File: src/rtl/uart_receiver.sv
// -----------------------------------------------------------------------------
// uart_receiver
//
// 8N1 UART receive path. The asynchronous rx line is brought into the clk_50m
// domain through a small synchronizer. An oversampling state machine then finds
// the start bit and samples each data bit and the stop bit near its centre.
// Each correctly framed byte is presented on `data` together with a ready flag.
//
// Ports
//   clk_50m     in   system clock, all logic on the rising edge
//   rst_n       in   asynchronous active-low reset
//   rx          in   asynchronous serial line, idle high
//   clken       in   1-cycle enable pulse at OVERSAMPLE x baud
//   rdy_clr     in   acknowledge; clears rdy and overrun_err
//   data[7:0]   out  last correctly framed byte
//   rdy         out  an unacknowledged byte is held in data
//   frame_err   out  the last completed frame had a bad stop bit
//   overrun_err out  sticky; a good byte arrived while rdy was still high
//   rx_busy     out  state machine is not idle
// -----------------------------------------------------------------------------
module uart_receiver #(
  parameter int OVERSAMPLE  = 16,
  parameter int SYNC_STAGES = 2
) (
  input  logic       clk_50m,
  input  logic       rst_n,
  input  logic       rx,
  input  logic       clken,
  input  logic       rdy_clr,
  output logic [7:0] data,
  output logic       rdy,
  output logic       frame_err,
  output logic       overrun_err,
  output logic       rx_busy
);

  localparam int SAMPLE_W = $clog2(OVERSAMPLE);

  // Tick count at the centre of the start bit, measured from the detected edge.
  localparam logic [SAMPLE_W-1:0] MID_START = SAMPLE_W'(OVERSAMPLE / 2 - 1);
  // Tick count of one full bit period, measured from the previous sample point.
  localparam logic [SAMPLE_W-1:0] LAST_TICK = SAMPLE_W'(OVERSAMPLE - 1);
  localparam logic [SAMPLE_W-1:0] SAMPLE_ONE = SAMPLE_W'(1);

  typedef enum logic [1:0] {
    ST_IDLE  = 2'd0,
    ST_START = 2'd1,
    ST_DATA  = 2'd2,
    ST_STOP  = 2'd3
  } state_t;

  state_t                 state_q,     state_d;
  logic [SYNC_STAGES-1:0] sync_q,      sync_d;
  logic [SAMPLE_W-1:0]    sample_q,    sample_d;
  logic [2:0]             bitpos_q,    bitpos_d;
  logic [7:0]             shift_q,     shift_d;
  logic                   armed_q,     armed_d;
  logic [7:0]             data_q,      data_d;
  logic                   rdy_q,       rdy_d;
  logic                   frame_err_q, frame_err_d;
  logic                   overrun_q,   overrun_d;

  logic rx_s;
  logic good_frame;
  logic bad_frame;

  // Synchronizer shift: rx enters at bit 0 and leaves at the top stage.
  always_comb begin
    sync_d = {sync_q[SYNC_STAGES-2:0], rx};
  end

  assign rx_s = sync_q[SYNC_STAGES-1];

  // Synchronizer flops; preset to the idle-high line level.
  always_ff @(posedge clk_50m or negedge rst_n) begin
    if (!rst_n) begin
      sync_q <= {SYNC_STAGES{1'b1}};
    end else begin
      sync_q <= sync_d;
    end
  end

  // Receive state machine: next state, counters and shift register.
  always_comb begin
    state_d    = state_q;
    sample_d   = sample_q;
    bitpos_d   = bitpos_q;
    shift_d    = shift_q;
    armed_d    = armed_q;
    good_frame = 1'b0;
    bad_frame  = 1'b0;

    if (clken) begin
      case (state_q)
        ST_IDLE: begin
          // A start edge only counts once the line has been seen high, so a
          // held-low line (break) cannot launch frame after frame.
          if (armed_q && !rx_s) begin
            state_d  = ST_START;
            sample_d = '0;
            armed_d  = 1'b0;
          end else if (rx_s) begin
            armed_d = 1'b1;
          end else begin
            armed_d = armed_q;
          end
        end

        ST_START: begin
          if (sample_q == MID_START) begin
            sample_d = '0;
            if (!rx_s) begin
              state_d  = ST_DATA;
              bitpos_d = 3'd0;
            end else begin
              // Line went back high before mid start bit: noise, not a frame.
              state_d = ST_IDLE;
              armed_d = 1'b0;
            end
          end else begin
            sample_d = sample_q + SAMPLE_ONE;
          end
        end

        ST_DATA: begin
          if (sample_q == LAST_TICK) begin
            sample_d          = '0;
            shift_d[bitpos_q] = rx_s;
            if (bitpos_q == 3'd7) begin
              state_d  = ST_STOP;
              bitpos_d = 3'd0;
            end else begin
              bitpos_d = bitpos_q + 3'd1;
            end
          end else begin
            sample_d = sample_q + SAMPLE_ONE;
          end
        end

        ST_STOP: begin
          if (sample_q == LAST_TICK) begin
            sample_d = '0;
            state_d  = ST_IDLE;
            armed_d  = 1'b0;
            if (rx_s) begin
              good_frame = 1'b1;
            end else begin
              bad_frame = 1'b1;
            end
          end else begin
            sample_d = sample_q + SAMPLE_ONE;
          end
        end

        default: begin
          state_d  = ST_IDLE;
          sample_d = '0;
          bitpos_d = 3'd0;
          armed_d  = 1'b0;
        end
      endcase
    end else begin
      state_d = state_q;
    end
  end

  // Receive state machine registers.
  always_ff @(posedge clk_50m or negedge rst_n) begin
    if (!rst_n) begin
      state_q  <= ST_IDLE;
      sample_q <= '0;
      bitpos_q <= 3'd0;
      shift_q  <= 8'h00;
      armed_q  <= 1'b0;
    end else begin
      state_q  <= state_d;
      sample_q <= sample_d;
      bitpos_q <= bitpos_d;
      shift_q  <= shift_d;
      armed_q  <= armed_d;
    end
  end

  // Output flags: acknowledge clears, a good-frame commit then overrides it.
  always_comb begin
    data_d      = data_q;
    rdy_d       = rdy_q;
    frame_err_d = frame_err_q;
    overrun_d   = overrun_q;

    if (rdy_clr) begin
      rdy_d     = 1'b0;
      overrun_d = 1'b0;
    end else begin
      rdy_d     = rdy_q;
      overrun_d = overrun_q;
    end

    if (good_frame) begin
      data_d      = shift_q;
      rdy_d       = 1'b1;
      frame_err_d = 1'b0;
      // Overrun only if the previous byte is still pending and not being
      // acknowledged in this very cycle.
      if (rdy_q && !rdy_clr) begin
        overrun_d = 1'b1;
      end else begin
        overrun_d = overrun_d;
      end
    end else if (bad_frame) begin
      frame_err_d = 1'b1;
    end else begin
      frame_err_d = frame_err_q;
    end
  end

  // Output flag registers.
  always_ff @(posedge clk_50m or negedge rst_n) begin
    if (!rst_n) begin
      data_q      <= 8'h00;
      rdy_q       <= 1'b0;
      frame_err_q <= 1'b0;
      overrun_q   <= 1'b0;
    end else begin
      data_q      <= data_d;
      rdy_q       <= rdy_d;
      frame_err_q <= frame_err_d;
      overrun_q   <= overrun_d;
    end
  end

  assign data        = data_q;
  assign rdy         = rdy_q;
  assign frame_err   = frame_err_q;
  assign overrun_err = overrun_q;
  assign rx_busy     = (state_q != ST_IDLE);

endmodule
File: config.mk
export PLATFORM = sky130hd
export DESIGN_NAME = uart_receiver
export DESIGN_NICKNAME = d
export VERILOG_FILES = /design/src/rtl/uart_receiver.sv
export SDC_FILE = /design/constraint.sdc
export NUM_CORES = 1
export LEC_CHECK = 0
export BUFFER_PORTS_ARGS = -buffer_cell sky130_fd_sc_hd__buf_2
export CORE_ASPECT_RATIO = 0.75
export CORE_MARGIN = 1
export CORE_UTILIZATION = 55
export CTS_BUF_LIST = sky130_fd_sc_hd__clkbuf_16
export DETAILED_ROUTE_END_ITERATION = 10
export GPL_TIMING_DRIVEN = 1
export PLACE_DENSITY = 0.76
export SLEW_MARGIN = 20
export SYNTH_ARGS = -nofsm -noshare
export SYNTH_HDL_FRONTEND = slang
export SYNTH_SLANG_ARGS = --single-unit
File: constraint.sdc
create_clock -name clk_50m -period 2.3 [get_ports clk_50m]
set_clock_uncertainty 0.2 [all_clocks]
set_input_delay 0.345 -clock clk_50m [delete_from_list [all_inputs] [get_ports clk_50m]]
set_output_delay 0.345 -clock clk_50m [all_outputs]
set_load 0.02 [all_outputs]
Word level (Yosys, flattened, before mapping). Index checks and enable logic that the tools add are counted.

Word-level logic and storage cells: 85. Input bits: 5. Output and inout bits: 12. Register bits after elaboration: 31.

Muxes and demuxes: 40. Reductions and logical operators: 17. Eq/ne operators: 14. Order comparisons: 2. $add $sub $neg: 2.

Operator list (count): 1-bit two-way mux (21); 2-bit != test, second input constant (7); 2-bit two-way mux (6); 3-bit two-way mux (4); 4-bit two-way mux (3); 4-bit case mux with 3 select lines (1); 6-bit AND reduction (2); 8-bit bitwise mux (1); 2-bit case mux with 4 select lines (1); 2-bit nonzero test (4); 3-bit case mux with 2 select lines (1); 5-bit AND reduction (1); 4-bit by 1-bit adder with 4-bit output, second input constant (1); 2-bit == test, second input constant (2); 4-bit by 3-bit == test with 1-bit output, second input constant (1); 4-bit == test, second input constant (1); 3-bit by 4-bit < comparator with 1-bit output, second input constant (1); 3-bit by 1-bit adder with 3-bit output, second input constant (1); 1-bit demux with 3-bit select (1); 3-bit == test, second input constant (1); 3-bit by 1-bit >= comparator with 1-bit output, second input constant (1); 1-bit logical AND (3); 3-bit != test, second input constant (1); 1-bit case mux with 3 select lines (1); 7 further kinds (8).

Logic depth before layout (Yosys ltp).
Word-level depth: 6. Depth in mapped cells: 6. Gate-level depth less buffers: 5.

Worst setup path before layout. No wires, ideal clock.

Kind: reg-to-reg. From: register sample_q[0]. To: register shift_q[6]. Slack: 0.424 ns. Period minus slack after synthesis: 1.876 ns. Setup time: 0.128 ns. Arrival time: 1.548 ns. Path buffers: 1. Stages on the path, launching flop included: 7. Required time: 1.972 ns. Cells stage by stage: dfrtp_1 ha_1 buf_4 and4_4 nand3_2 nor3b_1 mux2_1.

Cells in the longest elaborated chain, start to end: 2.

Ends and longest elaborated chain: start: declaration (RTL line 54) `logic [SAMPLE_W-1:0] sample_q, sample_d;`; start signal: assignment (RTL line 177) `sample_q <= sample_d;`; 4-bit == test (RTL line 126) `if (sample_q == LAST_TICK) begin`; 3-bit AND reduction (no source line); end signal: assignment (RTL line 179) `shift_q <= shift_d;`; end: declaration (RTL line 56) `logic [7:0] shift_q, shift_d;`.

Every way passes these cells. A chain may end at the register's enable or synchronous reset.

==> run metrics <==
Hold EP=overrun_err$_DFF_PN0_; post-cts resize count=0; hpwl dp=roughly 1800 um; Hold Fails Final Rpt=0; Hold Crit Class=input pin to flip-flop; PortBufs=16; final core utilization=between 60% and 70%; RSZ-0062 raised after global routing=false; drt pass-1 iters=7; Final period util=84.9%; diode count=0; Syn Inst Count=around 130; wire length per cell=between 10 and 15 um; CTS Buf Count=5; remaining global-route overflow=0; FP Rows=16; CP arrival=approximately 1.4 ns; setup TNS=0 ns; Routed Antenna Nets=0; yosys synthesis warning count=0; # setup viols final=0; critical path capture point type=primary output; share of cells above drive strength 1=32.9%; I/O pin count=17; vias after detailed routing=a little over 1000; CP max stage delay=0.53 ns; first-pass GRT wire length=slightly above 4000 um; postcts setup bufs=0; slew margin rel.=55.2%; Sink Count=31; crit-path max FO=12; WHS=0.0806 ns; leakage=about 0.84 nW; FF-to-FF End=shift_q[6]$_DFFE_PN0P_; reg-to-reg critical path startpoint=sample_q[0]$_DFFE_PN0P_; Clk pin slew, worst setup/hold paths=0.05 ns; r2r setup slk=slightly above 0.4 ns; Slew Limit Fails=0; Avg Cell Area, Syn=approximately 12 um2; startpoint types=flip-flop; failing checks=DRC; run status=finished with violations; Final Cell Area=0.00173 mm2; die width=approximately 62 um; minimum clock period=1.95 ns; 1st-iter DRT viols=23; H-tree lvl count=2; FMAX=512 MHz; maxcap violations=0; routed vias/inst=5.74; initial core utilization=slightly below 60%; largest net degree at the start of global routing=32; maximum vdd drop=roughly 700 uV; Hold Path Depth=2; syn nets=between 100 and 150; cell breakdown of the critical path=nor2_1 > inv_1 > buf_2; drt drc=1; Routability Congestion=roughly 0.93; Core Area=0.00260 mm2; die height=47.3 um; mapped cell area=0.00150 mm2; Slowest-stage cell, CP=dfrtp_1; drt total wl=2570 um; Layout fillers=201; hold_sp=rdy_clr; placed cell areas=0.00157 mm2; WS Path Type=flip-flop to primary output; CTS Buffer Depth=2; Syn-to-layout area delta=14.8%; initial antenna violation count=0; worst skew pair latency=between 0.2 and 0.3 ns; Tot Pwr=1.65 mW; sequential area share after synthesis=roughly 52%; CTS tree=built; FF+latch count, synth=31; PD cells=954 mW/mm2; Final nets=150; Worst Tran Pin Value=about 0.67 ns; total track usage=between 10% and 20%; CP required=1.75 ns; FF-to-FF path depth=5; vias in the first global route=~860; die area=around 0.0029 mm2; root buffer cell=clkbuf_16; post-synthesis cell type count=40
metrics by stage:
stage / worst slack, ns / std cells
after CTS: 0.332 / 179
final: 0.346 / 179
after detailed placement: 0.390 / 169
after global placement: 0.492 / 169
after floorplan: 0.424 / 125
after global routing: 0.249 / 179
cells in the final DEF, fill, tap and decap left out, types with 3 or more instances in the layout:
cell	instances
nand2_1	8
buf_2	16
nand4_1	4
nor2_1	7
inv_1	4
mux2_2	12
dfrtp_1	29
mux2_4	3
ha_1	3
nand3_1	3
a21oi_1	4
clkbuf_16	5
nor3_1	4
a22o_1	5
o21ai_0	3
critical path, delay by kind of cell (launching register included):
kind / cells / cell delay, ns
and+or+nand+nor: 1 / 0.29
DFF: 1 / 0.53
buffers and inverters: 2 / 0.32
power by group:
group,internal (mW),leakage [nW],total (mW),switching [mW]
clock network,0.389,0.0762,0.595,0.206
registers,0.613,0.410,0.752,0.139
logic,0.145,0.349,0.299,0.153
total,1.15,0.835,1.65,0.498
synthesized netlist by cell type:
| cell type | n | share of area [%] |
|---|---|---|
| and2b_1 | 1 | 0.50 |
| nor2_1 | 7 | 1.7 |
| buf_2 | 3 | 1.0 |
| clkbuf_1 | 1 | 0.25 |
| and3b_4 | 1 | 0.83 |
| nand3b_1 | 2 | 1.0 |
| nand4_1 | 4 | 1.7 |
| buf_4 | 2 | 1.0 |
| a21oi_1 | 4 | 1.3 |
| dfrtp_1 | 29 | 48 |
| nor3_1 | 4 | 1.3 |
| and2_1 | 1 | 0.42 |
| mux2_4 | 3 | 3.0 |
| and4_4 | 1 | 0.75 |
| a22o_1 | 5 | 2.9 |
| nand4_4 | 1 | 1.4 |
| inv_1 | 2 | 0.50 |
| o31ai_1 | 2 | 1.0 |
| nand3_1 | 3 | 1.0 |
| nand2_1 | 8 | 2.0 |
| nand2b_1 | 2 | 0.83 |
| mux2_2 | 12 | 9.0 |
| a211o_1 | 1 | 0.58 |
| nor3b_1 | 2 | 1.0 |
| and2_4 | 1 | 0.58 |
| and3_2 | 1 | 0.50 |
| o21ai_2 | 1 | 0.58 |
| a32o_1 | 2 | 1.3 |
| ha_1 | 3 | 2.5 |
| nand3_2 | 1 | 0.67 |
| o21ai_0 | 3 | 1.0 |
| nand4b_1 | 1 | 0.58 |
| nor2b_1 | 1 | 0.42 |
| mux2_1 | 1 | 0.75 |
| a21o_1 | 1 | 0.50 |
| o22ai_1 | 1 | 0.42 |
| xnor2_1 | 1 | 0.58 |
| dfstp_2 | 2 | 3.5 |
| buf_6 | 3 | 2.2 |
| a211oi_1 | 1 | 0.50 |
kinds of logic after synthesis:
family	count (synthesis)	share of synthesized area (%)
buffers and inverters	11	5.00
AND/OR/NAND/NOR	42	17.2
adder cells (fa/ha/maj)	3	2.50
flip-flops	31	51.8
multiplexers	16	12.7
XOR/XNOR	1	0.583
AO/OA/AOI/OAI	21	10.2
per-layer routing:
layer	track usage, %	vias to the layer above	wire [um]
met5	0	-	0
met4	12.6	0	37
met3	5.83	4	143
met2	30.8	30	1210
met1	24.5	504	1180
li1	-	489	-
state kept, by name (all words and copies together) (netlist names), named ones only:
name	flops
overrun_err	1
rdy	1
data	8
bitpos_q	3
sync_q	2
armed_q	1
frame_err	1
state_q	1
sample_q	4
shift_q	8
worst max-delay path by stage:
stage	endpoint	depth (start not counted)	from	slack [ns]
CTS	rx_busy	3	flip-flop	0.33
detailed placement	shift_q[6]$_DFFE_PN0P_	5	sample_q[0]$_DFFE_PN0P_	0.39
floorplan	shift_q[6]$_DFFE_PN0P_	6	sample_q[0]$_DFFE_PN0P_	0.42
global route	rx_busy	3	flip-flop	0.25
finish	rx_busy	3	flip-flop	0.35
global placement	shift_q[6]$_DFFE_PN0P_	5	sample_q[0]$_DFFE_PN0P_	0.49
area by class of cell:
cell class	count	area [um2]	share of cell area, %
flip-flops and latches	31	778	45.1
multi-input cells	83	649	37.6
clock buffers	5	125	7.25
repair buffers	19	108	6.24
well taps	36	45.0	2.61
clock inverters	3	12.5	0.725
inverters	2	7.51	0.435
timing repair:
item	in CTS	in global routing
hold buffers	2	0
endpoints found under the hold margin	30	0
endpoints found under the setup margin	0	0
Power figures use the tool's default switching activity.
